`src/rtl/splitter_stream.sv`:
```
// splitter_stream: breaks one WIDTH-bit word into N = WIDTH/LANE lanes and
// streams them out one per cycle with valid/ready handshakes on both sides.
// A partial word is supported: in_cnt gives the number of lanes minus one.
// The next word is accepted on the same edge as the final lane of the
// current word, so words stream back-to-back with no bubble.
//
// Ports:
//   clk        sole clock, rising edge
//   reset_n    synchronous active-low reset
//   in_valid   in_data/in_cnt hold a word to accept
//   in_ready   block accepts a word this cycle
//   in_data    word to split (WIDTH bits)
//   in_cnt     lanes to emit minus 1 (CW bits)
//   out_valid  out_data holds a valid lane
//   out_ready  downstream consumes the lane this cycle
//   out_data   current lane (LANE bits)
//   out_idx    position of the current lane, 0 = first emitted
//   out_last   current lane is the final lane of the word
module splitter_stream #(
    parameter int WIDTH     = 32,
    parameter int LANE      = 8,
    parameter bit MSB_FIRST = 1'b1,
    localparam int N        = WIDTH / LANE,
    localparam int CW       = (N > 1) ? $clog2(N) : 1
) (
    input  logic             clk,
    input  logic             reset_n,
    input  logic             in_valid,
    output logic             in_ready,
    input  logic [WIDTH-1:0] in_data,
    input  logic [CW-1:0]    in_cnt,
    output logic             out_valid,
    input  logic             out_ready,
    output logic [LANE-1:0]  out_data,
    output logic [CW-1:0]    out_idx,
    output logic             out_last
);

    generate
        if ((WIDTH % LANE) != 0 || N < 2) begin : g_bad_params
            $error("splitter_stream: WIDTH must be a multiple of LANE with at least 2 lanes");
        end
    endgenerate

    typedef enum logic [0:0] {IDLE = 1'b0, SHIFT = 1'b1} state_t;

    state_t                 state, state_nxt;
    logic [N-1:0][LANE-1:0] word;
    logic [CW-1:0]          cnt;
    logic [CW-1:0]          idx;
    logic [CW-1:0]          cnt_in;
    logic                   in_fire;
    logic                   out_fire;

    // When N is a power of two every in_cnt code is legal; otherwise codes
    // above N-1 saturate so the block never reads past the last lane.
    generate
        if (N == (1 << CW)) begin : g_cnt_full
            assign cnt_in = in_cnt;
        end else begin : g_cnt_clamp
            assign cnt_in = (in_cnt > CW'(N - 1)) ? CW'(N - 1) : in_cnt;
        end
    endgenerate

    assign out_valid = (state == SHIFT);
    assign out_last  = out_valid && (idx == cnt);
    assign out_idx   = idx;
    assign out_fire  = out_valid && out_ready;
    assign in_fire   = in_valid && in_ready;

    // Lane order is a pure index mapping onto the packed lane array.
    generate
        if (MSB_FIRST) begin : g_msb
            assign out_data = word[CW'(N - 1) - idx];
        end else begin : g_lsb
            assign out_data = word[idx];
        end
    endgenerate

    always_comb begin
        state_nxt = state;
        in_ready  = 1'b0;
        case (state)
            IDLE: begin
                in_ready = reset_n;
                if (in_fire) state_nxt = SHIFT;
            end
            SHIFT: begin
                // Refill only when the final lane leaves this very cycle.
                in_ready = reset_n && out_last && out_ready;
                if (out_fire && out_last && !in_fire) state_nxt = IDLE;
            end
            default: state_nxt = IDLE;
        endcase
    end

    always_ff @(posedge clk) begin
        if (!reset_n) begin
            state <= IDLE;
            word  <= '0;
            cnt   <= '0;
            idx   <= '0;
        end else begin
            state <= state_nxt;
            if (in_fire) begin
                word <= in_data;
                cnt  <= cnt_in;
                idx  <= '0;
            end else if (out_fire) begin
                idx <= out_last ? '0 : idx + 1'b1;
            end
        end
    end

endmodule

```
`config.mk`:
```
export PLATFORM = sky130hd
export DESIGN_NAME = splitter_stream
export DESIGN_NICKNAME = d
export VERILOG_FILES = /design/src/rtl/splitter_stream.sv
export SDC_FILE = /design/constraint.sdc
export NUM_CORES = 1
export LEC_CHECK = 0
export ABC_AREA = 1
export CORE_ASPECT_RATIO = 1.25
export CORE_MARGIN = 2
export CORE_UTILIZATION = 55
export DETAILED_ROUTE_END_ITERATION = 7
export DONT_BUFFER_PORTS = 1
export GPL_TIMING_DRIVEN = 0
export PLACE_DENSITY_LB_ADDON = 0.15
export SYNTH_ARGS = -nofsm -noshare
export SYNTH_HDL_FRONTEND = slang
export SYNTH_SLANG_ARGS = --single-unit
```
`constraint.sdc`:
```
create_clock -name clk -period 1.4 [get_ports clk]
set_input_delay 0.28 -clock clk [delete_from_list [all_inputs] [get_ports clk]]
set_output_delay 0.28 -clock clk [all_outputs]
set_load 0.01 [all_outputs]
```
Word-level counts from Yosys, hierarchy flattened
Index checks and enable logic that the tools add are counted.
Storage, ports and cells
  register bits: 37
  bits in latches: 0
  memory bits (writable): 0
  bits in read-only memories: 0
  input bits: 38
  memories: 0
Cells by class
  add/subtract/negate cells: 2
  multipliers: 0
  divide/modulo/power cells: 0
  magnitude comparators: 1
  eq/ne operators: 1
  shift-type cells: 0
  mux-type cells: 7
  bitwise operators: 2
  reductions and logical operators: 9
Operators by type and width (count)
  $bmux W8 S2: 1
  $mux W8: 1
  $logic_and A1 B1 Y1: 7
  $pmux W1 S2: 2
  $lt A2 B3 Y1 const B: 1
  $add A2 B1 Y2 const B: 1
  $eq A2 B2 Y1: 1
  $mux W1: 2
  $mux W2: 1
  $not A1 Y1: 2
  $reduce_or A2 Y1: 1
  $sub A2 B2 Y2 const A: 1
  $logic_not A1 Y1: 1

Depth between registers and ports, before layout
  depth in word-level cells: 10
  mapped depth: 11
  gate-level depth less buffers: 9

Worst setup path before layout
OpenSTA, ideal clock, no wires.
  path kind: flip-flop to output port
  from: register idx[0] (netlist: out_idx[0])
  to: output port out_data[0]
  arrival time: 1.266 ns
  required time: 1.120 ns
  setup slack: -0.146 ns
  cell stages (with the launch flop): 5
  cell sequence: dfxtp_1 -> clkbuf_1 -> clkbuf_1 -> o21ai_0 -> o22ai_1
Between the ends
  word-level cells in the longest chain between the ends: 3
RTL lines
  from (decl): line 50  | logic [CW-1:0] idx;
  from (signal assigned): line 110  | idx <= out_last ? '0 : idx + 1'b1;
  $sub A2 B2 Y2: line 74  | assign out_data = word[CW'(N - 1) - idx];
  $bmux W8 S2: line 74
  $mux W8 (implied by the code): line 74
  to (decl): line 34  | output logic [LANE-1:0] out_data,
No other way between the ends. The select of a mux whose other input is x is not followed.

Final worst setup path
Ends and elaborated chain as after synthesis.

==> results_dict.tcl <==
set metrics [dict create \
    status "finished with violations" \
    violations "setup timing" \
    yosys-top-cells-area "dfxtp_1 (43%), nand3_1 (20%), nand2_1 (8.7%)" \
    async_flop_share_pct 0 \
    cts_buffer_depth 2 \
    synthMostInstantiatedCell "nand3_1" \
    hold_viol_final 0 \
    required_ns 1.12 \
    core_mm2 0.00297 \
    setup_viol 46 \
    grt_usage_pct 29.9 \
    ys.flop_type "dfxtp_1" \
    critPathLaunchType "flip-flop" \
    total_power_mw 2.23 \
    n_antenna_cell 0 \
    grt_overflow 0 \
    syn_avg_cell_area_um2 7.71 \
    pin_count 51 \
    synth-seq-cells 37 \
    dpl.cell_count 259 \
    cts_tree "done" \
    die_h_um 66.5 \
    rsz0062_at_grt "true" \
    first_pass_iters 4 \
    cts_buffers 5 \
    synthCells 223 \
    whs_ns 0.0623 \
    relSlewSlack_pct 73.7 \
    power_leakage_nw 0.995 \
    instances_no_fill 289 \
    worst_slack_ns -0.381 \
    finalNetCount 290 \
    dpl.hpwl_mm 3.04 \
    critPathMaxStageDelay_ns 0.40 \
    postRouteWirelength_mm 4.90 \
    nFillCells 219 \
    dieWidth_um 54.0 \
    worstMarginPinSlew_ns 0.394 \
    via_count 1743 \
    grt_pass1_vias 1745 \
    pwr_density_cell_mw_per_mm2 998 \
    synthDominantCellAreaShare_pct 43.1 \
    crit_fanout 7 \
    crit_arrival_ns 1.50 \
    viasPerCell 6.03 \
    ant_nets 0 \
    cp-end-kind "output port" \
    maxCapViolations 0 \
    synth_area_leader_cell "dfxtp_1" \
    dieArea_mm2 0.00359 \
    grt_max_degree 12 \
    critPathKind "reg2out" \
    yosys_warnings 0 \
    post-route-period-util_pct 127 \
    syn2layout_area_growth_pct 30.1 \
    synth_edf_count 0 \
    syn_area_mm2 0.00172 \
    ys_types 24 \
    htree_levels 2 \
    yosys-top-cells-count "nand3_1 (70), nand2_1 (40), dfxtp_1 (37)" \
    placed_area_mm2 0.00179 \
    worstPathCellList "clkbuf_16 > clkinvlp_4 > buf_8 > o21ai_4 > o22ai_2" \
    hold_class "in2reg" \
    start_util_pct 57.8 \
    drtIter0Drc 55 \
    fin_crit_ns 1.78 \
    final_max_slew_viol_count 0 \
    final_area_mm2 0.00224 \
    grt_pass1_wl_mm 7.76 \
    cts.sinks 37 \
    skew_ns 0.0109 \
    portBuffers 0 \
    max_freq_mhz 562 \
    crit_path_top_delay_cell "dfxtp_4" \
    routedWlPerCell_um 17.0 \
    cts-root-buf "clkbuf_4" \
    fp-row-count 22 \
    grt_antenna_before_repair 0 \
    drc_errors 0 \
    ys_seq_area_share_pct 43.1 \
    clkLatencyLatePin_ns 0.35 \
    gp_congestion 0.840 \
    drive_gt1_share_pct 32.0 \
    ir_drop_v 0.000913 \
    path_clk_slew_ns 0.12 \
    synth_nets 261 \
]
==> final timing paths <==
kind | start | cells past startpoint | endpoint | slack, ns
max | out_idx[0]$_SDFFE_PP0P_ | 5 | out_data[0] | -0.38
min | in_data[26] | 2 | word[26]$_SDFFE_PN0P_ | 0.06
max reg2reg | out_idx[1]$_SDFFE_PP0P_ | 12 | word[10]$_SDFFE_PN0P_ | -0.31
min reg2reg | word[9]$_SDFFE_PN0P_ | 2 | word[9]$_SDFFE_PN0P_ | 0.47
==> cells in the final DEF (no fill, tap or decap), drive strengths merged <==
master / synthesis / layout
dfxtp: 37 / 37
nand4: 1 / 1
nand2: 41 / 41
inv: 4 / 3
clkinvlp: 0 / 3
o21ai: 17 / 17
a21oi: 2 / 2
clkbuf: 5 / 10
buf: 14 / 37
and2: 1 / 1
nand3: 72 / 72
nor2: 20 / 20
o22ai: 8 / 8
xnor2: 1 / 1
==> worst max-delay path, delay by kind of cell (launching register included) <==
kind / cells / cell delay, ns
buffers and inverters: 3 / 0.52
DFF: 1 / 0.40
AOI/OAI and AO/OA: 2 / 0.24
==> state kept, by name (all words and copies together), names as in the netlist <==
| register | count |
|---|---|
| cnt | 2 |
| out_idx | 2 |
| out_valid | 1 |
| word | 32 |
==> power breakdown <==
part           internal (mW)  leakage (nW)  total [mW]  switching [mW]
Combinational          0.214         0.664       0.473           0.259
Clock                  0.198        0.0255       0.562           0.364
Sequential              1.13         0.306        1.20          0.0655
Total                   1.54         0.995        2.23           0.688
==> logic make-up (layout without fill, tap and decap cells) <==
| logic type | count (synthesis) | count (layout) | synth area share (%) |
|---|---|---|---|
| AOI/OAI and AO/OA | 27 | 27 | 9.10 |
| and+or+nand+nor | 135 | 135 | 37.6 |
| DFF | 37 | 37 | 43.1 |
| xor gates and xnor gates | 1 | 1 | 0.510 |
| buffers and inverters | 23 | 53 | 9.75 |
==> final cells by class <==
cell class | count | area (µm²) | share of cell area, %
multi-input combinational | 163 | 967 | 43.3
sequential | 37 | 747 | 33.4
clock inverter | 1 | 7.51 | 0.336
timing repair inverter | 1 | 7.51 | 0.336
inverter | 4 | 21.3 | 0.951
clock buffer | 7 | 45.0 | 2.01
tap | 36 | 45.0 | 2.01
buffer | 19 | 199 | 8.90
timing repair buffer | 21 | 196 | 8.79
==> through the flow <==
step | TNS [ns] | setup WS [ns] | util (%)
after floorplan | -0.773 | -0.134 | -
after global placement | -7.51 | -0.286 | 60.3
after detailed placement | -8.63 | -0.305 | 60.3
after CTS | -10.90 | -0.379 | 74.2
after global routing | -15.82 | -0.449 | 75.2
final | -12.51 | -0.381 | 75.2
==> metal layers <==
metal,vias to the layer above,wire length [µm],GRT usage (%)
met5,-,0,0
met2,63,2460,50.5
met4,0,124,11.6
met1,846,2050,35.2
met3,14,264,7.85
li1,820,-,-
==> what timing repair did <==
item                                    4_1_cts  5_1_grt
gates resized for setup                      61       11
gates cloned                                  7        1
hold buffers                                  0        0
setup buffers                                14        0
endpoints found under the setup margin       45       46
pin swaps                                    10        1
Note: power is estimated with default switching activity, not from simulation.
